[src/rtl/frame_stream_gen.sv]
// Raster test-frame source: sync/valid timing for a configurable geometry,
// with pixel data streamed from an upstream valid/ready port through a FIFO.
module frame_stream_gen #(
    parameter int WDATA      = 8,
    parameter int CHANNELS   = 1,
    parameter int H_FBLANK   = 5,
    parameter int H_ACTIVE   = 28,
    parameter int H_BBLANK   = 5,
    parameter int H_SYNC     = 5,
    parameter int V_FBLANK   = 1,
    parameter int V_ACTIVE   = 28,
    parameter int V_BBLANK   = 1,
    parameter int V_SYNC     = 1,
    parameter int FIFO_DEPTH = 16,
    parameter int PREFILL    = 4
) (
    input  logic                      i_sclk,
    input  logic                      i_rst,
    input  logic                      i_start,
    input  logic                      i_cont,
    input  logic [WDATA*CHANNELS-1:0] i_tdata,
    input  logic                      i_tvalid,
    output logic                      o_tready,
    output logic                      o_vsync,
    output logic                      o_hsync,
    output logic                      o_valid,
    output logic [WDATA*CHANNELS-1:0] o_tdata,
    output logic                      o_vdone,
    output logic                      o_busy,
    output logic                      o_underrun,
    output logic [15:0]               o_frame_cnt
);

    localparam int DW      = WDATA * CHANNELS;
    localparam int H_TOTAL = H_FBLANK + H_ACTIVE + H_BBLANK;
    localparam int V_TOTAL = V_FBLANK + V_ACTIVE + V_BBLANK;
    localparam int CW      = $clog2(H_TOTAL);
    localparam int RW      = $clog2(V_TOTAL);
    localparam int AW      = $clog2(FIFO_DEPTH);
    localparam int LW      = $clog2(FIFO_DEPTH) + 1;

    localparam logic [CW-1:0] COL_ZERO     = CW'(0);
    localparam logic [CW-1:0] COL_ONE      = CW'(1);
    localparam logic [CW-1:0] COL_LAST     = CW'(H_TOTAL - 1);
    localparam logic [CW-1:0] COL_SYNC_END = CW'(H_SYNC);
    localparam logic [CW-1:0] COL_ACT_BEG  = CW'(H_FBLANK);
    localparam logic [CW-1:0] COL_ACT_END  = CW'(H_FBLANK + H_ACTIVE);
    localparam logic [RW-1:0] ROW_ZERO     = RW'(0);
    localparam logic [RW-1:0] ROW_ONE      = RW'(1);
    localparam logic [RW-1:0] ROW_LAST     = RW'(V_TOTAL - 1);
    localparam logic [RW-1:0] ROW_SYNC_END = RW'(V_SYNC);
    localparam logic [RW-1:0] ROW_ACT_BEG  = RW'(V_FBLANK);
    localparam logic [RW-1:0] ROW_ACT_END  = RW'(V_FBLANK + V_ACTIVE);
    localparam logic [AW-1:0] PTR_ONE      = AW'(1);
    localparam logic [LW-1:0] LVL_ZERO     = LW'(0);
    localparam logic [LW-1:0] LVL_ONE      = LW'(1);
    localparam logic [LW-1:0] LVL_FULL     = LW'(FIFO_DEPTH);
    localparam logic [LW-1:0] LVL_PRE      = LW'(PREFILL);

    localparam logic [1:0] ST_IDLE    = 2'd0;
    localparam logic [1:0] ST_PREFILL = 2'd1;
    localparam logic [1:0] ST_RUN     = 2'd2;

    logic [1:0]    state_q, state_d;
    logic [CW-1:0] col_q, col_d;
    logic [RW-1:0] row_q, row_d;
    logic [LW-1:0] level_q, level_d;
    logic [AW-1:0] wr_ptr_q, wr_ptr_d;
    logic [AW-1:0] rd_ptr_q, rd_ptr_d;
    logic [DW-1:0] mem_q [FIFO_DEPTH];

    logic          valid_q, valid_d;
    logic          vsync_q, vsync_d;
    logic          hsync_q, hsync_d;
    logic [DW-1:0] tdata_q, tdata_d;
    logic          vdone_q, vdone_d;
    logic          busy_q, busy_d;
    logic          underrun_q, underrun_d;
    logic [15:0]   frame_cnt_q, frame_cnt_d;

    logic in_run_s, row_act_s, hs_s, vs_s, act_s, last_pos_s;
    logic fifo_empty_s, wr_en_s, rd_en_s;

    assign o_tready = (level_q < LVL_FULL);

    // Timing decode from the raster counters; silent outside RUN.
    always_comb begin
        in_run_s   = (state_q == ST_RUN);
        row_act_s  = (row_q >= ROW_ACT_BEG) && (row_q < ROW_ACT_END);
        hs_s       = in_run_s && row_act_s && (col_q < COL_SYNC_END);
        vs_s       = in_run_s && (row_q < ROW_SYNC_END);
        act_s      = in_run_s && row_act_s && (col_q >= COL_ACT_BEG) && (col_q < COL_ACT_END);
        last_pos_s = in_run_s && (col_q == COL_LAST) && (row_q == ROW_LAST);
    end

    // FIFO pointer and level bookkeeping; an empty read is simply skipped.
    always_comb begin
        fifo_empty_s = (level_q == LVL_ZERO);
        wr_en_s      = i_tvalid && o_tready;
        rd_en_s      = act_s && !fifo_empty_s;
        wr_ptr_d     = wr_en_s ? (wr_ptr_q + PTR_ONE) : wr_ptr_q;
        rd_ptr_d     = rd_en_s ? (rd_ptr_q + PTR_ONE) : rd_ptr_q;
        case ({wr_en_s, rd_en_s})
            2'b10:   level_d = level_q + LVL_ONE;
            2'b01:   level_d = level_q - LVL_ONE;
            default: level_d = level_q;
        endcase
    end

    // Frame sequencer and raster counters.
    always_comb begin
        state_d     = state_q;
        col_d       = col_q;
        row_d       = row_q;
        frame_cnt_d = frame_cnt_q;
        case (state_q)
            ST_IDLE: begin
                col_d = COL_ZERO;
                row_d = ROW_ZERO;
                if (i_start) begin
                    state_d = ST_PREFILL;
                end else begin
                    state_d = ST_IDLE;
                end
            end
            ST_PREFILL: begin
                col_d = COL_ZERO;
                row_d = ROW_ZERO;
                if (level_q >= LVL_PRE) begin
                    state_d = ST_RUN;
                end else begin
                    state_d = ST_PREFILL;
                end
            end
            ST_RUN: begin
                if (col_q == COL_LAST) begin
                    col_d = COL_ZERO;
                    if (row_q == ROW_LAST) begin
                        row_d       = ROW_ZERO;
                        frame_cnt_d = frame_cnt_q + 16'd1;
                        // Continuous mode chains straight into the next frame when data is ready.
                        if (!i_cont) begin
                            state_d = ST_IDLE;
                        end else if (level_q >= LVL_PRE) begin
                            state_d = ST_RUN;
                        end else begin
                            state_d = ST_PREFILL;
                        end
                    end else begin
                        row_d = row_q + ROW_ONE;
                    end
                end else begin
                    col_d = col_q + COL_ONE;
                end
            end
            default: begin
                state_d = ST_IDLE;
                col_d   = COL_ZERO;
                row_d   = ROW_ZERO;
            end
        endcase
    end

    // Next values of the registered outputs.
    always_comb begin
        valid_d = act_s;
        vsync_d = vs_s;
        hsync_d = hs_s;
        vdone_d = last_pos_s;
        busy_d  = (state_d != ST_IDLE);
        if (act_s) begin
            tdata_d = fifo_empty_s ? {DW{1'b0}} : mem_q[rd_ptr_q];
        end else begin
            tdata_d = tdata_q;
        end
        if ((state_q == ST_IDLE) && i_start) begin
            underrun_d = 1'b0;
        end else if (act_s && fifo_empty_s) begin
            underrun_d = 1'b1;
        end else begin
            underrun_d = underrun_q;
        end
    end

    // FIFO storage; contents are don't-care once the pointers are reset.
    always_ff @(posedge i_sclk) begin
        if (wr_en_s) begin
            mem_q[wr_ptr_q] <= i_tdata;
        end
    end

    // State, counters and output registers.
    always_ff @(posedge i_sclk or posedge i_rst) begin
        if (i_rst) begin
            state_q     <= ST_IDLE;
            col_q       <= COL_ZERO;
            row_q       <= ROW_ZERO;
            level_q     <= LVL_ZERO;
            wr_ptr_q    <= {AW{1'b0}};
            rd_ptr_q    <= {AW{1'b0}};
            valid_q     <= 1'b0;
            vsync_q     <= 1'b0;
            hsync_q     <= 1'b0;
            tdata_q     <= {DW{1'b0}};
            vdone_q     <= 1'b0;
            busy_q      <= 1'b0;
            underrun_q  <= 1'b0;
            frame_cnt_q <= 16'd0;
        end else begin
            state_q     <= state_d;
            col_q       <= col_d;
            row_q       <= row_d;
            level_q     <= level_d;
            wr_ptr_q    <= wr_ptr_d;
            rd_ptr_q    <= rd_ptr_d;
            valid_q     <= valid_d;
            vsync_q     <= vsync_d;
            hsync_q     <= hsync_d;
            tdata_q     <= tdata_d;
            vdone_q     <= vdone_d;
            busy_q      <= busy_d;
            underrun_q  <= underrun_d;
            frame_cnt_q <= frame_cnt_d;
        end
    end

    assign o_valid     = valid_q;
    assign o_vsync     = vsync_q;
    assign o_hsync     = hsync_q;
    assign o_tdata     = tdata_q;
    assign o_vdone     = vdone_q;
    assign o_busy      = busy_q;
    assign o_underrun  = underrun_q;
    assign o_frame_cnt = frame_cnt_q;

endmodule

[config.mk]
export PLATFORM = sky130hd
export DESIGN_NAME = frame_stream_gen
export DESIGN_NICKNAME = d
export VERILOG_FILES = /design/src/rtl/frame_stream_gen.sv
export SDC_FILE = /design/constraint.sdc
export NUM_CORES = 1
export LEC_CHECK = 0
export BUFFER_PORTS_ARGS = -buffer_cell sky130_fd_sc_hd__buf_2
export CORE_UTILIZATION = 60
export DETAILED_ROUTE_END_ITERATION = 7
export GPL_ROUTABILITY_DRIVEN = 0
export PLACE_DENSITY_LB_ADDON = 0.1
export SLEW_MARGIN = 40
export SYNTH_ARGS = -nofsm -noshare
export SYNTH_HDL_FRONTEND = slang
export SYNTH_SLANG_ARGS = --single-unit
[constraint.sdc]
create_clock -name i_sclk -period 9.4 [get_ports i_sclk]
set_input_delay 1.88 -clock i_sclk [delete_from_list [all_inputs] [get_ports i_sclk]]
set_output_delay 1.88 -clock i_sclk [all_outputs]
set_load 0.01 [all_outputs]
## Word level (Yosys, flattened, before mapping)

Memory sizes are Yosys's and may differ from the RTL's.
Index checks and enable logic that the tools add are counted.
W data, S select, Z words.

| cells by class | value |
|---|---|
| add/sub/neg operators | 7 |
| order comparisons | 8 |
| equality and inequality tests | 7 |
| multiplexer cells | 17 |
| reductions and logical operators | 19 |

Operator list:

| cell | count |
|---|---|
| $add A16 B1 Y16 const B | 1 |
| $mux W5 | 3 |
| $logic_and A1 B1 Y1 | 12 |
| $mux W6 | 2 |
| $add A5 B1 Y5 const B | 2 |
| $lt A5 B5 Y1 const B | 2 |
| $pmux W5 S2 | 1 |
| $add A4 B1 Y4 const B | 2 |
| $mux W2 | 4 |
| $mux W8 | 1 |
| $add A6 B1 Y6 const B | 1 |
| $eq A6 B6 Y1 const B | 1 |
| $ge A6 B3 Y1 const B | 1 |
| $lt A6 B3 Y1 const B | 1 |
| $lt A6 B6 Y1 const B | 1 |
| $pmux W2 S3 | 1 |
| $reduce_bool A2 Y1 | 3 |
| $eq A5 B5 Y1 const B | 1 |
| $ge A5 B1 Y1 const B | 1 |
| $ge A5 B3 Y1 const B | 1 |
| $logic_not A5 Y1 | 1 |
| $lt A5 B1 Y1 const B | 1 |
| $mux W1 | 5 |
| $sub A5 B1 Y5 const B | 1 |
| other kinds (6) | 8 |

| storage, ports and cells | value |
|---|---|
| flip-flop bits (word level) | 56 |
| bits in writable memories | 128 |
| input port bits | 13 |
| output and inout port bits | 31 |
| logic and storage cells | 73 |
| memories kept | 1 |

Memories:

| name | words | bits a word | read ports | clocked after Yosys merged registers in | write ports | RTL line | RTL |
|---|---|---|---|---|---|---|---|
| mem_q | 16 | 8 | 1 | 0 | 1 | 70 | `logic [DW-1:0] mem_q [FIFO_DEPTH];` |

## Longest topological paths before layout

Gate-level depths: netlist of the first run.

| depth | value |
|---|---|
| depth in word-level cells | 8 |
| mapped depth | 16 |
| gate-level depth less buffers | 15 |

## Least setup slack after synthesis of the first run

OpenSTA, ideal clock, no wires.

| timing | value |
|---|---|
| kind | input -> register |
| from | in i_tvalid |
| to | reg level_q[4] |
| setup time | 0.124 ns |
| arrival | 3.512 ns |
| data required time | 9.276 ns |
| setup slack | 5.764 ns |
| stages | 10 |
| buffers on the path | 1 |
| cells stage by stage | nor2b_1 -> clkbuf_1 -> inv_1 -> ha_1 -> ha_1 -> a21o_1 -> a21oi_1 -> xnor2_1 -> nor2_1 -> xnor2_1 |

| on the way | value |
|---|---|
| word-level cells in the longest chain between the ends | 3 |
| elaborated cells on any way between the ends | 5 |
| those cells by class | 2 x eq/ne; 1 x mux; 2 x reduce/logical |

RTL lines:

| what | RTL line | RTL |
|---|---|---|
| from (decl) | 22 | `input logic i_tvalid,` |
| $logic_and A1 B1 Y1 * | 99 | `wr_en_s = i_tvalid && o_tready;` |
| $eq A2 B1 Y1 / $eq A2 B2 Y1 (equally long branches) | 103 | `case ({wr_en_s, rd_en_s})` |
| $pmux W5 S2 / $reduce_bool A2 Y1 (equally long branches) | -- |  |
| to (signal assigned) | 213 | `level_q <= level_d;` |
| to (decl) | 67 | `logic [LW-1:0] level_q, level_d;` |

Mark *: on every way between the ends. The rest lies on a longest branch, timed or not.
A chain may end at the register's enable or synchronous reset.

## Final worst setup path of the first run

Ends and elaborated chain as after synthesis.

==> impl_metrics.tcl, run 1 <==
set metrics [dict create \
    ys_warn_count 0 \
    comb_power_share 0.043 \
    rsz0062_at_grt "no" \
    cts_tree "done" \
    busiest_layer "met2" \
    p_leak_nw 3.29 \
    syn-num-nets 490 \
    worstSetupStartpointType "input port" \
    areaGrowthSynthToFinish_pct 13.6 \
    seqPwrFrac 0.522 \
    timing.critical_path.required_ns 9.71 \
    synth-seq-cells 184 \
    h-tree-depth 4 \
    fillCellCount 798 \
    slowest_delay_ns 0.42 \
    clock_latency_ns 0.43 \
    die_w_microns 114 \
    clock-sinks 184 \
    status "completed" \
    synthArstFlopShare 0.304 \
    internal-power_mw 1.35 \
    antenna_found_initial 0 \
    syn_area_per_cell_sq_um 16.4 \
    synth_edf_count 128 \
    timing.final.ws_setup_ns 5.80 \
    dp_slack_ns 5.37 \
    met2_usage 0.376 \
    hold_path_class "flop to flop" \
    dr.first_iter.drc_count 374 \
    ys_seq_area_frac 0.692 \
    post_synth_instance_area_sq_mm 0.00758 \
    ant_nets 0 \
    nets 538 \
    worstMarginPinSlew_ns 0.685 \
    cp_max_fo 8 \
    finalCritPeriodShare 0.383 \
    synthXorXnorAreaFrac 0.0347 \
    cts_root_buffer "clkbuf_16" \
    cp-end-kind "flop" \
    rows 40 \
    r2r_cells 12 \
    viasPerCell 5.79 \
    dr.pass1.iters 5 \
    grt_max_degree 57 \
    diodes 0 \
    synthFlopType "edfxtp_1" \
    cts_buffers 17 \
    core_sq_mm 0.0122 \
    period_minus_slack_ns 3.60 \
    crit_type "input port to flop" \
    clk_pin_slew_worst_paths_ns 0.06 \
    critical_path_buf_inv_count 4 \
    synth-compound-area-share 0.0441 \
    cp_top_family "adder cells" \
    use_met1 0.318 \
    wl_microns 13800 \
    grt_usage 0.236 \
    worst_clock_skew_ns 0.00749 \
    synthSimpleGateAreaFrac 0.0814 \
    vdd_drop_max_mv 0.166 \
    grt_pass1_wl_microns 21900 \
    postSynthCellCount 461 \
    slowest_stage "nor2b_1" \
    cp.arrival_ns 3.91 \
    route.vias.total 3992 \
    postCtsSetupRepairBufs 0 \
    p_clk_frac 0.435 \
    ios 44 \
    start_util 0.623 \
    max_clock_freq_mhz 278 \
    p_sw_frac 0.209 \
    crit_chain "buf_2, nor2b_1, inv_1, ha_1, inv_1, fa_1, inv_1, a21o_1, a21oi_1, xnor2_1, nor2_1, xnor2_1" \
    clock_path_buffers 2 \
    die_h_microns 114 \
    cts_resized 0 \
    pwr_density_cell_mw_per_mm2 199 \
    synthMuxAreaShare 0.102 \
    port_buffers 43 \
    hpwl_microns 9120 \
    met3_usage 0.0556 \
    crit_top_cell "inv_1" \
    drive_above_1_share 0.234 \
    layout_commonest_cell "edfxtp_1" \
    hold_path_depth 1 \
    final_hold_viol_count 0 \
    maxCapViolations 0 \
    cp.depth 12 \
    wl_per_cell_microns 20.1 \
    synth_fa_ha_area_frac 0.0274 \
    grt_pass1_vias 4130 \
    overflow 0 \
    p_sw_mw 0.357 \
    ys_types 48 \
    finalSetupViolCount 0 \
    slew_headroom 0.543 \
    mostFrequentLayoutCells "edfxtp_1, dfrtp_1, buf_2" \
    drc 0 \
    cts_hold_buf 0 \
    synth_top_family_by_area "multiplexers" \
    finalMaxSlewViolations 0 \
    design.die.area_sq_mm 0.0131 \
    hold-worst-slack_ns 0.463 \
    setup_tns_ns 0 \
]
-- flip-flops by register name, indices dropped and copies added (netlist names) --
| signal | flops |
|---|---|
| row_q | 5 |
| o_underrun | 1 |
| level_q | 5 |
| wr_ptr_q | 4 |
| state_q | 2 |
| mem_q | 128 |
| o_hsync | 1 |
| o_vdone | 1 |
| o_busy | 1 |
| o_frame_cnt | 16 |
| o_tdata | 8 |
| col_q | 6 |
| o_vsync | 1 |
| rd_ptr_q | 4 |
| o_valid | 1 |
-- cell type report --
class	instances	area, sq um	share of cell area
Inverter	17	63.8	0.00742
Timing Repair Buffer	46	258	0.0300
Multi-Input combinational cell	243	2200	0.256
Tap cell	168	210	0.0244
Clock inverter	15	199	0.0231
Sequential cell	184	5250	0.610
Clock buffer	17	425	0.0494
-- cells by family after synthesis --
logic type | Yosys count
and+or+nand+nor | 113
xor gates and xnor gates | 30
AOI/OAI and AO/OA | 47
buffers and inverters | 34
muxes | 37
adders and majority gates | 16
DFF | 184
-- metal layers --
layer  share of wire  up-vias  routed length, microns
met3           0.042       21                     584
met5               0        -                       0
li1                -     1842                       -
met2            0.50      109                    6890
met4           0.024        0                     329
met1            0.44     2020                    6040
-- Yosys cell counts, drive strengths merged (2+ instances only) --
| cell | n | area, sq um |
|---|---|---|
| and2 | 18 | 115 |
| xnor2 | 19 | 166 |
| a22oi | 16 | 120 |
| nand2b | 3 | 18.8 |
| nand3 | 8 | 52.6 |
| inv | 17 | 63.8 |
| nand4 | 7 | 43.8 |
| xor2 | 11 | 96.3 |
| mux4 | 32 | 721 |
| a21oi | 5 | 25.0 |
| mux2 | 2 | 22.5 |
| dfrtp | 56 | 1400 |
| mux2i | 3 | 30.0 |
| clkbuf | 10 | 37.5 |
| nand2 | 27 | 101 |
| ha | 15 | 188 |
| nor2b | 3 | 18.8 |
| a21o | 2 | 15.0 |
| nor2 | 22 | 82.6 |
| and3 | 6 | 38.8 |
| buf | 7 | 35.0 |
| o21ai | 8 | 40.0 |
| nor3 | 8 | 45.0 |
| nor3b | 2 | 20.0 |
| a22o | 8 | 70.1 |
| o22ai | 2 | 12.5 |
| edfxtp | 128 | 3840 |
| or3 | 4 | 26.3 |
-- final timing paths --
| kind | to | slack, ns | startpoint |
|---|---|---|---|
| max | level_q[4] | 5.80 | i_tvalid |
| min | o_frame_cnt[15] | 0.46 | o_frame_cnt[15] |
| max reg2reg | level_q[4] | 5.96 | col_q[4] |
| min reg2reg | o_frame_cnt[15] | 0.46 | o_frame_cnt[15] |
| max in group asynchronous | rd_ptr_q[0] | 7.27 | i_rst |
| min in group asynchronous | o_frame_cnt[10] | 1.63 | i_rst |
-- per-stage QoR --
stage	power, mW	cell area (sq um)	util	std cells
final	1.71	8600	0.708	690
after CTS	1.72	8580	0.705	689
after global routing	1.76	8600	0.708	690
after global placement	0.978	7950	0.653	657
after floorplan	0.956	7580	-	461
after detailed placement	0.983	7950	0.654	657
-- worst register-to-register path, stage by stage (launching register included) --
cell     delay, ns
dfrtp_1       0.41
or3b_4        0.44
o32ai_1       0.37
nor3b_4       0.64
ha_1          0.35
inv_1         0.10
fa_1          0.42
inv_1         0.08
a21o_1        0.11
a21oi_1       0.07
xnor2_1       0.12
nor2_1        0.12
xnor2_1       0.13
-- power by group through the flow --
stage | clock, mW | combinational, mW | sequential (mW)
floorplan | 0 | 0.0468 | 0.909
global placement | 0 | 0.0697 | 0.908
detailed placement | 0 | 0.0742 | 0.909
CTS | 0.753 | 0.0743 | 0.892
global route | 0.784 | 0.0843 | 0.893
finish | 0.744 | 0.0736 | 0.892
(Power assumes the default switching activity.)
==> run 2, diff against run 1 <==
ABC_AREA = 1   (was not set)
CORE_UTILIZATION = 55   (was 60)
clock period = 3.1 ns   (was 9.4 ns; I/O delays follow)
==> run 2 against run 1 <==
Net effect: global-route usage grew 1.3 points; sequential power grew to 3.4 times the previous value; power grew to 4.4 times the previous value; worst setup slack lost 5.4 ns; die area up 23%; sequential share of layout area shrank 6.0 points; utilization decreased by 8.0 points; hold slack got worse by 0.33 ns; non-clock buffer count is 5 higher; clock-buffer cell count did not move; critical endpoint unchanged; largest cell class unchanged.
==> impl_metrics.tcl, run 2 <==
set metrics [dict create \
    design.die.area_sq_mm 0.0161 \
    synthSimpleGateAreaFrac 0.245 \
    seqPwrFrac 0.407 \
    setup_tns_ns 0 \
    timing.final.ws_setup_ns 0.425 \
    drc 0 \
    vdd_drop_max_mv 0.503 \
    ys_seq_area_frac 0.612 \
    synth_top_area_share 0.448 \
    ant_nets 0 \
    ys_types 36 \
    crit_type "flop to flop" \
    grt_max_degree 68 \
    nets 976 \
    cts_tree "done" \
    final_cells 1148 \
    ios 44 \
    synthFlopType "edfxtp_1" \
    p_sw_frac 0.366 \
    p_sw_mw 2.74 \
    p_clk_frac 0.285 \
    synthXorXnorAreaFrac 0.0245 \
    diodes 0 \
    viasPerCell 5.31 \
    port_buffers 43 \
    cp.arrival_ns 3.00 \
    p_leak_nw 4.39 \
    h-tree-depth 4 \
    timing.critical_path.required_ns 3.43 \
    cts_root_buffer "clkbuf_16" \
    rsz0062_at_grt "no" \
    clk_pin_slew_worst_paths_ns 0.07 \
    place_area_sq_mm 0.00896 \
    finish.utilization 0.628 \
    cts_resized 0 \
    cts_hold_buf 0 \
    layout_commonest_cell "nand2_1" \
    wl_per_cell_microns 16.2 \
    p_total_mw 7.48 \
    final_hold_viol_count 0 \
    design_area_sq_mm 0.00955 \
    ys_warn_count 0 \
    use_met1 0.335 \
    dr.first_iter.drc_count 595 \
    period_minus_slack_ns 2.67 \
    slew_headroom 0.459 \
    overflow 0 \
    route.vias.total 6094 \
    worst_clock_skew_ns 0.00991 \
    dr.pass1.iters 6 \
    synth-compound-area-share 0.0152 \
    drive_above_1_share 0.111 \
    met3_usage 0.0430 \
    postSynthCellCount 904 \
    mostFrequentLayoutCells "nand2_1, inv_1, edfxtp_1" \
    syn_area_per_cell_sq_um 9.49 \
    clock_path_buffers 2 \
    synthMuxAreaShare 0 \
    syn-num-nets 933 \
    grt_pass1_vias 5995 \
    max_clock_freq_mhz 374 \
    hold-worst-slack_ns 0.132 \
    clock_latency_ns 0.43 \
    rows 45 \
    synthArstFlopShare 0.304 \
    finalSetupViolCount 0 \
    comb_power_share 0.308 \
    grt_usage 0.249 \
    start_util 0.564 \
    pwr_density_cell_mw_per_mm2 784 \
    synth_fa_ha_area_frac 0.0242 \
    cts_buffers 17 \
    dp_slack_ns 0.467 \
    core_sq_mm 0.0152 \
    hold_path_class "input port to asynchronous set/reset pin" \
    fillCellCount 1234 \
    synth_edf_count 128 \
    largest_register_ffs 128 \
    finalCritPeriodShare 0.863 \
    wl_microns 18600 \
    synthTopCellsByArea "edfxtp_1, dfrtp_1, nand2_1" \
    worstSetupStartpointType "flop" \
    synthTopCellsByCount "nand2_1, inv_1, edfxtp_1" \
    maxCapViolations 0 \
    antenna_found_initial 0 \
    hpwl_microns 12100 \
    die_h_microns 127 \
    internal-power_mw 4.74 \
    yosys.area.top_type "edfxtp_1" \
    finalMaxSlewViolations 0 \
    busiest_layer "met2" \
    clock-sinks 184 \
    worstMarginPinSlew_ns 0.808 \
    met2_usage 0.412 \
    cp_max_fo 9 \
    synth-seq-cells 184 \
    grt_pass1_wl_microns 30300 \
    post_synth_instance_area_sq_mm 0.00857 \
    yosysMostFrequentCell "nand2_1" \
    dp_cells 1116 \
    cp-end-kind "flop" \
    synth_top_family_by_area "simple AND/OR/NAND/NOR gates" \
    postCtsSetupRepairBufs 0 \
    areaGrowthSynthToFinish_pct 11.3 \
    status "completed" \
    die_w_microns 127 \
    regMostFlops "mem_q" \
]
## run 2: changes by cell type after synthesis, sizes merged, moves of 8 or more
cell | previous run | this run
and2 | 18 | 0
buf | 7 | 20
nor2 | 22 | 57
xnor2 | 19 | 7
inv | 17 | 142
mux4 | 32 | 0
a22oi | 16 | 0
a22o | 8 | 0
nand3 | 8 | 111
nand2 | 27 | 298
## run 2: area by class of cell
| class | count | area, sq um | area share |
|---|---|---|---|
| Multi-Input combinational cell | 549 | 2650 | 0.278 |
| Clock inverter | 15 | 159 | 0.0166 |
| Clock buffer | 17 | 425 | 0.0446 |
| Tap cell | 188 | 235 | 0.0246 |
| Inverter | 144 | 542 | 0.0567 |
| Sequential cell | 184 | 5250 | 0.550 |
| Timing Repair Buffer | 51 | 288 | 0.0301 |
## run 2: cells by family (layout without fill, tap and decap cells)
group                      count (synthesis)  in the layout
and+or+nand+nor                          485            485
xor gates and xnor gates                  24             24
buffers and inverters                    171            227
DFF                                      184            184
AOI/OAI and AO/OA                         24             24
adders and majority gates                 16             16
## run 2: worst max-delay path, cell delays in order (launching register included)
cell     delay (ns)
dfrtp_1        0.42
inv_1          0.07
ha_1           0.20
inv_1          0.07
nand2_1        0.07
nand3_1        0.10
nor2_1         0.06
nor2_2         0.13
nand2_4        0.12
nor2_4         0.11
ha_1           0.27
inv_1          0.08
fa_1           0.39
inv_1          0.07
nand2_1        0.06
nand2_1        0.06
a21oi_1        0.07
xor2_1         0.14
nand2_1        0.06
nand2_1        0.05
## run 2: per-layer routing
layer / routed length [microns] / share of wire
met3: 922 / 0.050
met4: 343 / 0.018
met2: 8940 / 0.48
met5: 0 / 0
met1: 8400 / 0.45
## run 2: path summary, 6_finish.rpt
check	start	end	slack (ns)	cells after the start
worst max-delay path	col_q[0]	level_q[4]	0.43	19
worst min-delay path	i_rst	o_tdata[4]	0.13	2
worst max register to register	col_q[0]	level_q[4]	0.43	19
worst min register to register	o_tdata[1]	o_tdata[1]	0.49	2
max in group asynchronous	i_rst	level_q[1]	2.30	3
min in group i_sclk	i_start	state_q[0]	0.47	3
## run 2: power groups by stage
stage               Clock (mW)  Combinational (mW)  Sequential, mW
floorplan                    0                1.59            3.08
global placement             0                2.22            3.09
detailed placement           0                2.29            3.10
CTS                       2.16                2.31            3.04
global route              2.25                2.58            3.07
finish                    2.13                2.31            3.04
==> run 3, diff against run 2 <==
ABC_AREA = not set   (was 1)
CORE_MARGIN = 8   (was not set)
CORE_UTILIZATION = 54   (was 55)
CTS_BUF_LIST = sky130_fd_sc_hd__clkbuf_16   (was not set)
==> run 3 against run 2 <==
Net effect: fmax fell by 8.3%; sequential share of layout area rose by 5.8 points; clock power rose by 5%; first-iteration DRC count fell by 66%; largest cell class unchanged; clock-buffer cell count did not move; clock skew rose by 0.00090 ns; highest routed layer unchanged; sequential power fell by 11%; utilization fell by 0.11 points; register-to-register slack got worse by 0.24 ns; power fell by 31%; global-route usage fell by 8.3 points; worst setup slack got worse by 0.24 ns.
==> impl_metrics.tcl, run 3 (synthesis gave the netlist of run 1 again) <==
set metrics [dict create \
    worst_r2r_endpoint "level_q[4]" \
    final_hold_viol_count 0 \
    clk_pin_slew_worst_paths_ns 0.07 \
    period_minus_slack_ns 2.92 \
    top_layer "met4" \
    route.vias.total 3922 \
    worst_clock_skew_ns 0.0108 \
    grt_pass1_wl_microns 22600 \
    hold-worst-slack_ns 0.250 \
    internal-power_mw 4.04 \
    regMostFlops "mem_q" \
    mostFrequentLayoutCells "edfxtp_1, dfrtp_1, buf_2" \
    antenna_found_initial 0 \
    areaGrowthSynthToFinish_pct 14.0 \
    wl_met2_microns 6460 \
    place_area_sq_mm 0.00802 \
    worstSetupStartpointType "flop" \
    p_total_mw 5.17 \
    comb_power_share 0.044 \
    design_area_sq_mm 0.00863 \
    slowest_stage "or3b_4" \
    die_w_microns 134 \
    seqPwrFrac 0.523 \
    status "completed" \
    wl_per_cell_microns 19.2 \
    clock_path_buffers 2 \
    cp-startpoint "col_q[4]" \
    rows 43 \
    die_h_microns 134 \
    grt_pass1_vias 4192 \
    hpwl_microns 9220 \
    cts_hold_buf 0 \
    p_leak_nw 3.31 \
    setup_tns_ns 0 \
    dr.first_iter.drc_count 203 \
    p_sw_frac 0.218 \
    overflow 0 \
    wl_microns 13500 \
    ios 44 \
    cp-endpoint "level_q[4]" \
    p_sw_mw 1.13 \
    clock-sinks 184 \
    r2r_setup_slack_ns 0.18 \
    h-tree-depth 4 \
    finalSetupViolCount 0 \
    layout_commonest_cell "edfxtp_1" \
    cts_tree "done" \
    postCtsSetupRepairBufs 0 \
    slowest_delay_ns 0.44 \
    drive_above_1_share 0.241 \
    maxCapViolations 0 \
    hold_path_class "input port to asynchronous set/reset pin" \
    cts_root_buffer "clkbuf_16" \
    rsz0062_at_grt "no" \
    vdd_drop_max_mv 0.432 \
    p_clk_frac 0.433 \
    diodes 0 \
    largest_register_ffs 128 \
    slew_headroom 0.577 \
    grt_max_degree 36 \
    max_clock_freq_mhz 343 \
    finalCritPeriodShare 0.941 \
    port_buffers 43 \
    r2r_cells 12 \
    dr.pass1.iters 6 \
    design.die.area_sq_mm 0.0181 \
    finalMaxSlewViolations 0 \
    grt_usage 0.166 \
    pwr_density_cell_mw_per_mm2 599 \
    ant_nets 0 \
    r2r-start "col_q[4]" \
    worstMarginPinSlew_ns 0.634 \
    core_sq_mm 0.0138 \
    crit_chain "or3b_4, o32ai_1, nor3b_2, ha_2, inv_1, fa_1, inv_1, a21o_1, a21oi_1, xnor2_1, nor2_1, xnor2_1" \
    nets 543 \
    wirelength_met1_microns 6280 \
    crit_type "flop to flop" \
    cts_buffers 17 \
    cp.arrival_ns 3.27 \
    cp-end-kind "flop" \
    wl_met3_microns 652 \
    cp_max_fo 4 \
    viasPerCell 5.55 \
    timing.critical_path.required_ns 3.45 \
    drc 0 \
    start_util 0.550 \
    clock_latency_ns 0.43 \
]
==> run 3: cell count changes in the layout (fill, tap and decap cells not counted), sizes merged, moves of 7 or more <==
cell / previous run / this run
nand2: 298 / 27
inv: 149 / 27
nand3: 111 / 8
nor2: 57 / 22
mux4: 0 / 32
and2: 0 / 18
a22oi: 0 / 16
xnor2: 7 / 19
a22o: 0 / 8
o21ai: 15 / 8
==> run 3: cell type report <==
| type | instances | area [sq um] |
|---|---|---|
| flip-flops and latches | 184 | 5250 |
| fillers | 1021 | 5140 |
| multi-input cells | 243 | 2200 |
| clock buffers | 17 | 425 |
| repair buffers | 51 | 288 |
| well taps | 180 | 225 |
| clock inverters | 15 | 189 |
| inverters | 17 | 63.8 |
==> run 3: how the worst min path moves through the flow <==
stage                    startpoint         endpoint  slack (ns)  cells after the start
floorplan                  col_q[5]          o_hsync        0.47                      1
global placement    o_frame_cnt[15]  o_frame_cnt[15]        0.45                      1
detailed placement  o_frame_cnt[15]  o_frame_cnt[15]        0.46                      1
CTS                           i_rst   o_frame_cnt[4]        0.26                      2
global route                  i_rst   o_frame_cnt[2]        0.30                      2
finish                        i_rst   o_frame_cnt[4]        0.25                      2
==> run 3: repair_timing <==
action / in CTS / in global routing
hold endpoints to repair: 0 / 0
resized for setup: 0 / 1
setup endpoints to repair: 0 / 1
==> run 3: power groups by stage <==
stage	sequential (mW)	clock [mW]	combinational (mW)
after CTS	2.70	2.29	0.227
final	2.70	2.24	0.225
after global routing	2.71	2.38	0.257
after global placement	2.75	0	0.221
after floorplan	2.76	0	0.142
after detailed placement	2.76	0	0.226
==> run 3: per-stage QoR <==
| stage | cells | utilization | setup WS [ns] |
|---|---|---|---|
| after floorplan | 461 | - | 0.119 |
| after global placement | 675 | 0.582 | 0.276 |
| after detailed placement | 675 | 0.582 | 0.183 |
| after CTS | 707 | 0.627 | 0.166 |
| after global routing | 707 | 0.627 | 0.0395 |
| final | 707 | 0.627 | 0.184 |
==> run 3: layer usage <==
layer / GRT usage / up-vias
met5: 0 / -
met4: 0.0643 / 0
met3: 0.0490 / 13
met2: 0.257 / 86
met1: 0.215 / 1971
li1: - / 1852
==> run 3: worst max-delay path, delay by kind of cell (launching register included) <==
kind	cells	cell delay (ns)
AO/OA/AOI/OAI	3	0.50
AND/OR/NAND/NOR	3	0.85
XOR/XNOR	2	0.24
adder cells (fa/ha/maj)	2	0.68
buffers and inverters	2	0.15
flip-flops	1	0.42
